--- config.mk ---
export PLATFORM = sky130hd
export DESIGN_NAME = nv_nvdla_sdp_dmaif_rd_responder
export DESIGN_NICKNAME = d
export VERILOG_FILES = /design/src/rtl/nv_nvdla_sdp_dmaif_rd_responder.sv
export SDC_FILE = /design/constraint.sdc
export NUM_CORES = 1
export LEC_CHECK = 0
export ABC_AREA = 0
export BUFFER_PORTS_ARGS = -buffer_cell sky130_fd_sc_hd__buf_2
export CORE_AREA = 2 2 338 340
export CTS_BUF_LIST = sky130_fd_sc_hd__clkbuf_16
export CTS_CLUSTER_SIZE = 20
export DETAILED_ROUTE_END_ITERATION = 6
export DIE_AREA = 0 0 340 342
export GPL_ROUTABILITY_DRIVEN = 1
export SLEW_MARGIN = 25
export SYNTH_ARGS = -nofsm -noshare
export SYNTH_HDL_FRONTEND = slang
export SYNTH_SLANG_ARGS = --single-unit
export TNS_END_PERCENT = 20
--- constraint.sdc ---
create_clock -name nvdla_core_clk -period 5.26 [get_ports nvdla_core_clk]
set_input_delay 1.052 -clock nvdla_core_clk [delete_from_list [all_inputs] [get_ports nvdla_core_clk]]
set_output_delay 1.052 -clock nvdla_core_clk [all_outputs]
set_load 0.05 [all_outputs]
--- src/rtl/nv_nvdla_sdp_dmaif_rd_responder.sv ---
// SDP DMA read responder: fetches 32 B atoms from a sync RAM and packs two per beat under
// latency-FIFO credit control; first read 1 cycle after accept, beat every 4 cycles, holds payload while rsp_rdy=0.
module nv_nvdla_sdp_dmaif_rd_responder #(
  parameter int AW        = 64,
  parameter int SW        = 15,
  parameter int ADW       = 256,
  parameter int MAW       = 10,
  parameter int CDT_DEPTH = 16,
  localparam int CW       = $clog2(CDT_DEPTH + 1)
) (
  input  logic                nvdla_core_clk,
  input  logic                nvdla_core_rstn,
  input  logic                dma_rd_req_vld,
  output logic                dma_rd_req_rdy,
  input  logic [AW+SW-1:0]    dma_rd_req_pd,
  output logic                dma_rd_rsp_vld,
  input  logic                dma_rd_rsp_rdy,
  output logic [2*ADW+1:0]    dma_rd_rsp_pd,
  input  logic                dma_rd_cdt_lat_fifo_pop,
  output logic                mem_rd_en,
  output logic [MAW-1:0]      mem_rd_addr,
  input  logic [ADW-1:0]      mem_rd_data,
  output logic [CW-1:0]       cdt_cnt,
  output logic                cdt_ovf,
  output logic                busy
);

  localparam logic [2:0] ST_IDLE  = 3'd0;
  localparam logic [2:0] ST_RD_LO = 3'd1;
  localparam logic [2:0] ST_RD_HI = 3'd2;
  localparam logic [2:0] ST_CAP   = 3'd3;
  localparam logic [2:0] ST_SEND  = 3'd4;

  logic [2:0]     state_q, state_d;
  logic [MAW-1:0] ptr_q, ptr_d;
  logic [SW:0]    cnt_q, cnt_d;
  logic [1:0]     mask_q, mask_d;
  logic [ADW-1:0] lo_q, lo_d;
  logic [ADW-1:0] hi_q, hi_d;
  logic [CW-1:0]  cdt_q, cdt_d;
  logic           ovf_q, ovf_d;
  logic           live_q;

  logic           req_fire;
  logic           cdt_take;
  logic [SW-1:0]  req_size;
  logic           req_unused;

  assign req_size   = dma_rd_req_pd[AW+SW-1:AW];
  assign req_unused = ^{dma_rd_req_pd[AW-1:MAW+5], dma_rd_req_pd[4:0]};
  assign req_fire   = dma_rd_req_vld && dma_rd_req_rdy;
  // A beat's credit is consumed the moment its first atom read issues.
  assign cdt_take   = (state_q == ST_RD_LO) && (cdt_q != '0);

  always_comb begin
    state_d = state_q;
    ptr_d   = ptr_q;
    cnt_d   = cnt_q;
    mask_d  = mask_q;
    lo_d    = lo_q;
    hi_d    = hi_q;
    case (state_q)
      ST_IDLE: begin
        if (req_fire) begin
          ptr_d   = dma_rd_req_pd[MAW+4:5];
          cnt_d   = {1'b0, req_size} + (SW+1)'(1);
          mask_d  = '0;
          lo_d    = '0;
          hi_d    = '0;
          state_d = ST_RD_LO;
        end
      end
      ST_RD_LO: begin
        if (cdt_q != '0) begin
          ptr_d = ptr_q + MAW'(1);
          cnt_d = cnt_q - (SW+1)'(1);
          if (cnt_d != '0) begin
            state_d = ST_RD_HI;
          end else begin
            mask_d  = 2'b01;
            state_d = ST_CAP;
          end
        end
      end
      ST_RD_HI: begin
        ptr_d   = ptr_q + MAW'(1);
        cnt_d   = cnt_q - (SW+1)'(1);
        lo_d    = mem_rd_data;
        mask_d  = 2'b11;
        state_d = ST_CAP;
      end
      ST_CAP: begin
        if (mask_q == 2'b11) hi_d = mem_rd_data;
        else                 lo_d = mem_rd_data;
        state_d = ST_SEND;
      end
      ST_SEND: begin
        if (dma_rd_rsp_rdy) begin
          if (cnt_q == '0) begin
            state_d = ST_IDLE;
          end else begin
            mask_d  = '0;
            lo_d    = '0;
            hi_d    = '0;
            state_d = ST_RD_LO;
          end
        end
      end
      default: state_d = ST_IDLE;
    endcase
  end

  // A pop with the counter already full is a client bug: latch it, don't count it.
  always_comb begin
    cdt_d = cdt_q;
    ovf_d = ovf_q;
    if (cdt_take && !dma_rd_cdt_lat_fifo_pop) begin
      cdt_d = cdt_q - CW'(1);
    end else if (!cdt_take && dma_rd_cdt_lat_fifo_pop) begin
      if (cdt_q == CW'(CDT_DEPTH)) ovf_d = 1'b1;
      else                         cdt_d = cdt_q + CW'(1);
    end
  end

  always_ff @(posedge nvdla_core_clk or negedge nvdla_core_rstn) begin
    if (!nvdla_core_rstn) begin
      state_q <= ST_IDLE;
      ptr_q   <= '0;
      cnt_q   <= '0;
      mask_q  <= '0;
      lo_q    <= '0;
      hi_q    <= '0;
      cdt_q   <= CW'(CDT_DEPTH);
      ovf_q   <= 1'b0;
      live_q  <= 1'b0;
    end else begin
      state_q <= state_d;
      ptr_q   <= ptr_d;
      cnt_q   <= cnt_d;
      mask_q  <= mask_d;
      lo_q    <= lo_d;
      hi_q    <= hi_d;
      cdt_q   <= cdt_d;
      ovf_q   <= ovf_d;
      live_q  <= 1'b1;
    end
  end

  // live_q keeps rdy low while reset is held without looking at the reset pin combinationally.
  assign dma_rd_req_rdy = live_q && (state_q == ST_IDLE);
  assign dma_rd_rsp_vld = (state_q == ST_SEND);
  assign dma_rd_rsp_pd  = {mask_q, hi_q, lo_q};
  assign mem_rd_en      = cdt_take || (state_q == ST_RD_HI);
  assign mem_rd_addr    = ptr_q;
  assign cdt_cnt        = cdt_q;
  assign cdt_ovf        = ovf_q;
  assign busy           = (state_q != ST_IDLE);

endmodule

# Word-level counts from Yosys, hierarchy flattened
# Cells that the tools add are included.
dict set report op_classes {
  add_sub_neg 5
  n_mul 0
  n_div 0
  n_lt_le_gt_ge 0
  n_eq_ne 14
  shift 0
  n_mux 28
  n_bitwise 1
  reduce_logical 25
}
# operator n
set op_table {}
lappend op_table {{$mux W256} 5}
lappend op_table {{$pmux W256 S4} 1}
lappend op_table {{$pmux W256 S3} 1}
lappend op_table {{$pmux W16 S3} 1}
lappend op_table {{$mux W16} 2}
lappend op_table {{$pmux W10 S3} 1}
lappend op_table {{$mux W10} 2}
lappend op_table {{$add A15 B1 Y16 const B} 1}
lappend op_table {{$logic_not A16 Y1} 1}
lappend op_table {{$reduce_bool A16 Y1} 1}
lappend op_table {{$sub A16 B1 Y16 const B} 1}
lappend op_table {{$mux W5} 3}
lappend op_table {{$pmux W3 S5} 1}
lappend op_table {{$ne A2 B2 Y1 const B} 6}
lappend op_table {{$add A10 B1 Y10 const B} 1}
lappend op_table {{$mux W2} 5}
lappend op_table {{$reduce_and A5 Y1} 2}
lappend op_table {{$mux W3} 3}
lappend op_table {{$reduce_and A3 Y1} 3}
lappend op_table {{$reduce_bool A3 Y1} 3}
lappend op_table {{$pmux W2 S4} 1}
lappend op_table {{$reduce_bool A4 Y1} 2}
lappend op_table {{$eq A3 B2 Y1 const B} 2}
lappend op_table {{$reduce_and A6 Y1} 1}
lappend op_table {{16 further kinds} 23}
dict set report totals {
  regBits 550
  latchBits 0
  mem_bits_rw 0
  romBits 0
  in_bits 340
  output_inout_bits 534
  word_cells 82
  n_memories 0
}

# Logic depth before layout (Yosys ltp)
# Gate-level depths: netlist of run 1.
dict set report logic_depth {
  ltp_word 6
  mapped_depth 13
  depth_no_buf 13
}

# Worst setup path after synthesis of run 1
# No wires, ideal clock.
dict set report synth_timing {
  path_type {reg2out}
  start {reg state_q[2]}
  end {out mem_rd_en}
  t_arrival_ns 1.893
  required_time_ns 4.208
  path_slack_ns 2.315
  path_stages_with_launch 8
  path_buffers 4
  path_cell_list {dfrtp_1 clkbuf_1 nor2b_1 clkbuf_1 clkbuf_1 buf_1 nand2_1 nand2_1}
}
dict set report synth_via {
  elab_chain_len 3
  word_cells_on_any_way 4
  cone_classes {eq/ne (2); reduce/logical (2)}
}
# item line
set synth_rtl {}
lappend synth_rtl {{from (decl)} 34} ;# logic [2:0] state_q, state_d;
lappend synth_rtl {{from (signal assigned)} 137} ;# state_q <= state_d;
lappend synth_rtl {{$eq A3 B1 Y1} 53} ;# assign cdt_take = (state_q == ST_RD_LO) && (cdt_q != '0);
lappend synth_rtl {{$logic_and A1 B1 Y1} 53}
lappend synth_rtl {{$logic_or A1 B1 Y1 (*)} 153} ;# assign mem_rd_en = cdt_take || (state_q == ST_RD_HI);
lappend synth_rtl {{to (decl)} 20} ;# output logic mem_rd_en,
# Every way passes the cells marked *; elsewhere a longest branch is shown, timed or not.

# Worst setup path in the final report of run 1
# Ends and elaborated chain as after synthesis.

==> results of run 1 <==
## placed cells by master, fill, tap and decap left out, drive strengths merged, types with 4 or more instances in the layout
cell,count
nand3,532
nor4,5
nor2,25
or3,7
nor3,4
bufinv,4
nand4,8
a21oi,41
inv,542
diode,9
clkinvlp,5
dfrtp,549
buf,855
o22ai,10
clkbuf,69
o21ai,539
a21o,5
xor2,10
clkinv,21
xnor2,12
a31oi,4
ha,9
nand2,31
## flip-flops by register name (all words and copies together), names as in the netlist
name         flops
cnt_q           16
lo_q           256
mem_rd_addr     10
cdt_cnt          5
cdt_ovf          1
live_q           1
state_q          3
hi_q           256
mask_q           2
## metal layers
layer	vias up	global-route usage, %	wire (um)
met5	-	0	39
met4	6	5.32	3200
met3	181	4.54	6960
met2	763	22.9	39700
met1	9880	16.7	33700
li1	9907	-	-
## cell families (layout without fill, tap and decap cells)
group	Yosys count	after routing
xor+xnor	22	22
other cells	1	10
mux	2	2
flops	550	550
buf+inv	715	1496
fa+ha+maj	10	10
simple gates	634	634
compound gates	627	627
## power by group
group | total, mW | switching, mW | leakage (nW) | internal (mW)
Clock | 4.46 | 1.88 | 1.05 | 2.58
Combinational | 13.6 | 10.7 | 6.91 | 2.88
Sequential | 6.61 | 0.890 | 7.37 | 5.72
Total | 24.6 | 13.4 | 15.3 | 11.2
## path summary, 6_finish.rpt
kind,from,end,slack [ps],depth (start not counted)
max,state_q[2],mem_rd_en,1620,4
min,cdt_ovf,cdt_ovf,480,1
max reg2reg,cnt_q[0],hi_q[97],1860,9
min reg2reg,cdt_ovf,cdt_ovf,480,1
max in group asynchronous,nvdla_core_rstn,lo_q[134],3580,2
min in group asynchronous,nvdla_core_rstn,lo_q[123],540,1
## per-stage QoR
step / total power, mW / setup slack [ps] / hold slack, ps
2_1_floorplan: 17.8 / 2320 / 487
3_3_place_gp: 20.1 / 1860 / 455
3_5_place_dp: 20.3 / 1830 / 459
4_1_cts: 24.9 / 1570 / 480
5_1_grt: 26.1 / 1440 / 496
6_report: 24.6 / 1620 / 482
## worst register-to-register path: cells and delay by family (launching register included)
family / cells / cell delay (ps)
adders and majority gates: 1 / 320
buffers and inverters: 3 / 860
DFF: 1 / 460
AOI/OAI and AO/OA: 2 / 780
and+or+nand+nor: 3 / 870
## area by class of cell
cell class | count | area (um^2) | share of cell area [%]
Multi-Input combinational cell | 1296 | 7210 | 22.9
Antenna cell | 9 | 22.5 | 0.0715
Timing Repair Buffer | 855 | 4550 | 14.5
Clock inverter | 44 | 350 | 1.11
Clock buffer | 69 | 1730 | 5.48
Tap cell | 1512 | 1890 | 6.01
Inverter | 528 | 1980 | 6.29
Sequential cell | 550 | 13800 | 43.7
==> results summary, run 1 <==
The critical path goes through nor2b_4 > nand2_1 > nand2_1 > buf_2. The worst setup path is captured at a primary output. The average footprint of a synthesized cell came out at 9.54 um^2.

Setup repair after global routing left no endpoint under its margin. The register bit total from synthesis came out at 550. The clock insertion delay at the later pin of the skew report is 610 ps. The total wire length after detailed routing is 83600 um. The area share of the largest cell type after synthesis is between 50% and 60%.

The part of the cycle the worst path needs came out at 69.2%. The count of endpoints failing hold in the final timing report came out at 0. The element type at the critical path start is a flop. The utilization after layout came out at 27.9%.

The cell family contributing the most delay on the critical path is simple AND/OR/NAND/NOR gates. The die extent in x is about 340 um. In the final layout, the share of cells above drive strength 1 is a little under a third.

The share of synthesized area spent on multiplexers is 0.0871%. In the routed layout, each cell is associated on average with a via count of about 4.3. The remaining max-slew budget at the tightest pin came out at 29.5%. The post-synthesis instance total came out at 2561. Yosys printed 0 warnings. For the worst setup path, the data required time is 4210 ps. The residual antenna-violating net count after detailed routing came out at 0. The fraction of registers with async set/reset came out at between 90% and 100%.

The number of global-route vias before repair came out at 20100. The total leakage power came out at around 15 nW. Clock-pin slew was measured on the worst setup and hold paths at 60 ps. The signal arrival time at the worst endpoint is between 2000 and 3000 ps.

The number of ports placed on the die boundary is between 800 and 900. The shortest period the worst path allows is 3640 ps. The power per cell area came out at 782 nW/um^2. The category of the critical setup timing path is flop to primary output. The total clock buffers created by CTS came out at 66.

Once the floorplan was initialized, standard cells occupied 21.6% of the core. The pin count of the biggest net entering global routing came out at approximately 160. TritonCTS built the clock tree. The post-synthesis share of cell area spent on full adders, half adders and majority gates came out at 0.543%.

The number of iterations in the first detailed-routing pass came out at 6. The core region is 113000 um^2. Buffers placed on the I/O ports in this run total 819. Buffers inserted to repair hold after CTS numbered 0.

The XOR/XNOR share of the synthesized area is 0.789%. Among all flip-flop cells after synthesis, the most frequent one is dfrtp_1. The worst supply voltage drop on vdd is 0.461 mV. Summing the sequential cell areas from Yosys gives between 50% and 60% of the chip area. The HPWL after detailed placement came out at between 50000 and 60000 um. Among all stages on the critical path, the largest delay is contributed by nor2b_4. Setup total negative slack on the finished layout was measured at 0 ps. Excluding fillers, the count of instances in the completed layout stands at between 4000 and 5000. For the pin with the worst max-slew slack, the measured transition is ~1100 ps. The synthesized-area fraction occupied by ao, oa, aoi and oai cells came out at between 10% and 20%. The net count after synthesis came out at 2911.

The final global-route overflow total came out at 0. The last weighted congestion value of the routability-driven placer came out at 0.836. The full die area came out at 116000 um^2.

dfrtp_1 is the most common cell in the netlist. The setup-violating endpoint count in the final report came out at 0. The number of clock sinks is 550.

The synthesized design spends more area on one cell type than any other, namely dfrtp_1. The remaining routing DRC violations is 0. The number of synthesized flops with an enable pin came out at 0. The number of rows created at floorplan is 124.

The run finished with clean final reports. The area growth from synthesis to layout is 28.9%. The count of placed standard cells including taps is 4741. The tree is rooted in a clkbuf_16. The final route contains 20700 vias. Together, buffers and inverters on the worst path number 1. The number of max-cap violations is 0.

The simple-gate area share of the yosys netlist is 13.1%. The number of nets in the finished design is approximately 3600. In this run the worst path has a maximum fanout of 29. Derived from the worst setup path, the maximum achievable clock frequency is 275 MHz. The dominant combinational cell family by area after synthesis is compound AO/OA/AOI/OAI gates. The initial antenna violation count came out at 28.

In this run, distinct cell masters in the synthesized netlist total between 60 and 70. Fill cells in the final layout number 12100. The number of H-tree levels is 3. Summing all non-filler instances in the final layout gives an area of around 32000 um^2. The placed instance area is 29400 um^2. The chip height came out at between 300 and 400 um. The post-CTS setup repair buffer count came out at 0. For this run, the slowest stage of the critical path takes 790 ps. In this run the worst hold path is classified as flop to flop. The number of buffers between clock root and the deepest sink is 3. The max-slew violation total from the final report came to 0.

The total routing usage reported by global routing came out at 13.8%. The DRC violation total after the first TritonRoute iteration is 1269. The synthesized area is 24400 um^2. Ranked by total cell area, the synthesized netlist is headed by dfrtp_1 (56%), nand3_1 (11%), o21ai_1 (8.6%).

Between clock sinks in the finished design, the worst skew comes to a little over 30 ps. In the synthesized netlist, the cells that appear most often are dfrtp_1 (549), nand3_1 (532), inv_1 (528). The cell repeated most along the worst path is nand2_1.

Dividing the detail-routed wire length by the instance count gives 17.2 um. The global-route wire length before repair came out at 126000 um. The post-cts repair resize count is 0.
No activity file was read; power rests on OpenSTA's default activity.
==> run 2: changes to the inputs <==
clock period = 3.8 ns   (was 5.26 ns; I/O delays follow)
==> results summary, run 2 (synthesized netlist as in run 1, its figures left out) <==
The root buffer cell is clkbuf_16. The initial core utilization came out at 21.6%. The max-slew violation total from the final report came out at 0. TritonCTS built the clock tree.

The run finished with clean final reports. The count of endpoints failing hold in the final timing report came out at 0. In the final layout, the registers with the most flip-flops are hi_q: 256 flops, lo_q: 256 flops, cnt_q: 16 flops. The count of placed standard cells including taps came out at 4766. The number of H-tree levels is 3. The full die area is 116000 um^2. The ratio of cells with drive above 1 in the final layout came out at 31.9%. The post-route setup TNS came out at 0 ps.

In this run the critical register-to-register path is captured at lo_q[87]. The detail-routed via count per cell is 4.26. Setup violations remaining at the end of the flow were counted as 0. The detail route stage leaves a number of antenna-violating nets equal to 0. The worst setup path is of the flop to flop kind.

The remaining routing DRC violations came out at 0. Of all nets on the critical path, the largest fanout is 63. The number of clock sinks is 550.

The die is 340 um wide. The shortest period the worst path allows came out at 3110 ps. The floorplan core area came out at 113000 um^2.

After routing the design area is 31900 um^2. The source of the worst register-to-register timing path is cnt_q[0]. After global routing the overflow that remains totals 0. The placement-stage worst setup slack came out at 781 ps.

The signal arrival time at the worst endpoint came out at 3630 ps. Measured against its own limit, the worst slew margin works out to 27.4%. The worst slack on hold paths came out at approximately 230 ps. The total wire length after detailed routing is about 84000 um.

The chip height is 342 um. The area growth from synthesis to layout is 30.5%. Cells fill 28.2% of the core in the end.

Power spread over the standard cell area amounts to roughly 1100 nW/um^2. Leaving out fill and tap cells, the most frequent cell in the layout is buf_2. The number of global-route vias before repair came out at 20300.

The total clock buffers created by CTS came out at 67. For flop-to-flop paths, the worst setup slack is around 690 ps. Setup repair after global routing left no endpoint under its margin. Clock latency on the worst-skew pair, taken at its later pin, is 610 ps.

The part of the cycle the worst path needs came out at between 80 and 90%. The clock arrives with 23.1 ps of skew. For the pin with the worst max-slew slack, the measured transition is between 1000 and 1500 ps. Across the run, the number of max-cap violations was 0. The number of nets in the finished design is between 3000 and 4000. In this run the count of I/O pins placed on the die edge is slightly below 900. Across the VDD grid, the largest voltage drop is 0.755 mV.

For this run, the top clock speed supported by timing is 321 MHz. Tracing the worst setup path back leads to its startpoint at cnt_q[0]. Hold repair after CTS inserted 0 buffers. Summed over all cells, the static leakage comes to 15.6 nW.

The top cell types in the final layout, fill and taps aside, are buf_2 (818), dfrtp_1 (549), inv_1 (548). The first detailed-routing pass ran for 5 iterations. The least setup slack across all paths after layout came out at 685 ps.

Entering global routing, the biggest net connects 138 pins. Following the worst setup path forward leads to its endpoint at lo_q[87]. The tightest min-delay check is of the input port to async pin type.

The post-cts repair resize count came out at 0. Across every metal layer, demand over resource in global routing totals between 10% and 20%. The quantity of I/O buffers inserted on ports came out at between 800 and 900.

The number of rows created at floorplan came out at 124. The post-CTS setup repair buffer count is 0. The last weighted congestion value of the routability-driven placer is around 0.85. The DRC violation total after the first TritonRoute iteration came out at 1182.

The depth of the worst register-to-register path came out at 9. The placed instance area came out at 29700 um^2. Overall power consumption after layout is estimated at 34.6 mW. The total via count after detailed routing is 20800. STA classifies the critical path endpoint as a flop. Detailed placement finished with a half-perimeter wire length of 60600 um. The number of buffers between clock root and the deepest sink came out at 3. The final non-filler cell total is 4892. The element type at the critical path start is a flop.

The data required time at the worst endpoint came out at 4310 ps. The initial antenna violation count came out at 23. The first global-routing pass estimated 126000 um of wire.

In the final routed layout, each cell accounts on average for 17.1 um. After clock tree synthesis, the clock-pin slew on the worst setup and hold paths is ~60 ps.
## run 2: worst min path at each step
stage               startpoint         end  slack, ps  cells after the start
6_report       nvdla_core_rstn   lo_q[125]        230                      1
5_1_grt        nvdla_core_rstn   lo_q[125]        240                      1
3_3_place_gp           cdt_ovf     cdt_ovf        450                      1
3_5_place_dp           cdt_ovf     cdt_ovf        450                      1
4_1_cts        nvdla_core_rstn   lo_q[125]        210                      1
2_1_floorplan  nvdla_core_rstn  cdt_cnt[0]        460                      0
## run 2: layout make-up
class / instances / area [um^2]
antenna: 5 / 12.5
fill: 12000 / 81200
sequential: 550 / 13800
tap: 1512 / 1890
clock inverter: 51 / 417
multi-input combinational: 1296 / 7210
inverter: 528 / 1980
clock buffer: 70 / 1750
timing repair buffer: 880 / 4850
## run 2: critical path, stage by stage (launching register included)
cell      delay (ps)
dfrtp_1          480
inv_1            100
ha_1             340
nand3_1          380
nor3_4           110
a211oi_4         370
buf_12           260
buf_4            590
nand3_1          160
o21ai_1          120
## run 2: power breakdown
| group | switching [mW] | internal [mW] | leakage, nW |
|---|---|---|---|
| Sequential | 1.20 | 7.92 | 7.37 |
| Clock | 2.65 | 3.75 | 1.13 |
| Combinational | 14.8 | 4.25 | 7.06 |
## run 2: metal layers
layer  vias to the layer above  share of wire (%)  track usage [%]
met5                         -              0.016                0
met4                         2                2.9             4.33
met3                       168                7.4             4.04
met2                       782                 49             23.4
met1                      9908                 41             17.0
li1                       9974                  -                -
==> run 3: changes to the inputs <==
CORE_AREA = 2 2 336 338   (was 2 2 338 340)
DIE_AREA = 0 0 338 340   (was 0 0 340 342)
clock period = 2.65 ns   (was 3.8 ns; I/O delays follow)
==> results summary, run 3 (synthesized netlist as in run 1, its figures left out) <==
The run finished with clean final reports. After legalization and detailed placement, the total HPWL measured 61600 um. At the pin with the least slew margin, the transition time is between 600 and 700 ps.

The utilization after layout is 29.4%. The clock transition at the register clock pins on the worst setup and hold paths after CTS is 60 ps. Across the whole layout, storage elements account for 13800 um^2. The design draws 52.0 mW. The placed instance area came out at 30300 um^2. The count of endpoints failing hold in the final timing report came to 0. On the final layout, the worst clock skew is 25.7 ps. Timing would allow up to 387 MHz. The number of clock sinks came out at 550. The final global-route overflow total is 0. From synthesis to final layout, the design area changed by 34.2%.

Along the worst path, the maximum fanout reaches 40. The worst-case register-to-register setup slack is 60 ps. Leaving out fill and tap cells, the most frequent cells in the layout are buf_2 (816), dfrtp_1 (544), inv_1 (536). The placement-stage worst setup slack is -19.4 ps. The pin count of the biggest net entering global routing is between 90 and 100. STA classifies the critical path endpoint as a flop.

The number of max-cap violations is 0. The worst path meets setup with 62.9 ps of slack. For this configuration, the core starts out at a cell density of a little over a fifth.

The remaining max-slew budget at the tightest pin is 54.1%. The count of placed standard cells including taps is 4827. The number of iterations in the first detailed-routing pass is 6.

For this block, the initial DRC count from the detailed router was 1201. The most frequent standard cell in the layout excluding fill and tap cells is buf_2. The data required time at the worst endpoint came out at 3130 ps. The CTS tree is built. During placement, the flow inserted port buffers numbering between 800 and 900. The proportion of power drawn by the clock network came out at about 17%. The number of rows created at floorplan is 123. The detail-routed via count per cell came out at 4.32. Following the worst setup path forward leads to its endpoint at hi_q[7].

The shortest period the worst path allows is 2590 ps. The filler cells instantiated in the layout total roughly 12000. The largest registers in the layout are hi_q: 256 flops, lo_q: 256 flops, cnt_q: 16 flops. The tightest min-delay check is of the input port to flop type.

The total routing usage reported by global routing is 14.1%. The max-slew violation total from the final report came out at 0. The worst register-to-register path has a depth of 9. The power per cell area is 1580 nW/um^2.

TritonCTS created between 60 and 70 clock buffers. The die extent in x came out at approximately 340 um. The initial antenna violation count is 24. The element type at the critical path start is a flop.

The full die area came out at between 100000 and 150000 um^2. Setup repair after global routing could not meet its margin everywhere. The design internal power came out at roughly 24 mW.

The total wire length after detailed routing came out at roughly 86000 um. The tree is rooted in a clkbuf_16. In this run the worst setup path begins at cnt_q[8]. The remaining routing DRC violations came out at 0. The number of nets in the finished design is around 3800. In this run, the combinational gates consume 57.6% of the power. VDD sags by at most between 0.8 and 0.9 mV. The switching part of the total power is 53.3%. The part of the cycle the worst path needs came out at between 90% and 100%.

The source of the worst register-to-register timing path is cnt_q[8]. The share of total power in sequential cells came out at 25.3%. Excluding fillers, the count of instances in the completed layout stands at 4969. The ratio of cells with drive above 1 in the final layout is between 30% and 40%. The post-detailed-route wirelength per cell came out at 17.3 um. The floorplan core area came out at 112000 um^2. During I/O placement, the number of pins put on the boundary was 874.

The critical register-to-register path endpoint is hi_q[7]. The routed layout has 21400 vias. The multi-input gate area in the final layout is 7280 um^2. The longest clock path from root to sink contains 3 buffers. The chip height came out at 340 um. The total leakage power came out at 16.0 nW. The congestion estimate from routability-driven global placement came to 0.859. The residual antenna-violating net count after detailed routing came out at 0. The number of global-route vias before repair is 21000. The net switching component of the power came out at 27.7 mW.

The total non-filler cell area in the finished layout is 32800 um^2. The signal arrival time at the worst endpoint came out at between 3000 and 4000 ps. The number of H-tree levels came out at 3.

The clock insertion delay at the later pin of the skew report came out at 620 ps. Setup violations remaining at the end of the flow were counted as 0. The global-route wire length before repair came out at around 130000 um. The critical path is of the flop to flop type.
[run 3: metrics by stage]
step                setup TNS (ps)  hold WS (ps)
floorplan                        0           234
global placement                 0           453
detailed placement            -247           461
CTS                              0          92.4
global route                  -230           117
finish                           0           159
[run 3: final cells by class]
type	count	area share, %
Antenna cell	14	0.107
Clock buffer	69	5.26
Clock inverter	47	1.11
Inverter	528	6.04
Multi-Input combinational cell	1296	22.2
Sequential cell	550	42.0
Tap cell	1500	5.72
Timing Repair Buffer	965	17.6
[run 3: how the worst min path moves through the flow]
stage,start,end,slack [ps],depth (start not counted)
6_report,mem_rd_data[143],hi_q[143],160,3
5_1_grt,mem_rd_data[155],hi_q[155],120,3
4_1_cts,mem_rd_data[143],hi_q[143],90,3
3_5_place_dp,cdt_ovf,cdt_ovf,460,1
3_3_place_gp,cdt_ovf,cdt_ovf,450,1
2_1_floorplan,nvdla_core_rstn,cdt_cnt[0],230,0
[run 3: power groups by stage]
stage	Combinational, mW	Sequential [mW]	Clock, mW
after floorplan	12.9	22.4	0
after global placement	28.5	13.2	0
after detailed placement	28.8	13.2	0
after CTS	29.1	13.1	9.18
after global routing	32.0	13.5	9.51
final	29.9	13.1	8.91
[run 3: per-layer routing]
metal  share of wire, %  track usage [%]  vias to the layer above
met2                 48             23.0                      786
met5              0.020                0                        -
met1                 40             17.3                    10300
met4                3.7             6.27                        2
met3                8.0             4.03                      163
li1                   -                -                    10200
[run 3: worst max-delay path: stages, from the launching register on]
cell and delay [ps]:
dfrtp_1 380, or3_4 390, or4_4 470, nor3_4 310
buf_6 150, a211oi_4 70, buf_12 190, buf_12 230
nand3_1 100, o21ai_1 80
[run 3: repair_timing]
action,4_1_cts,5_1_grt
buffers inserted,0,3
cloned,1,7
resized for setup,5,39
endpoints found under the setup margin,38,364
pin swaps,1,4
hold endpoints to repair,35,0
hold buffers,1,0
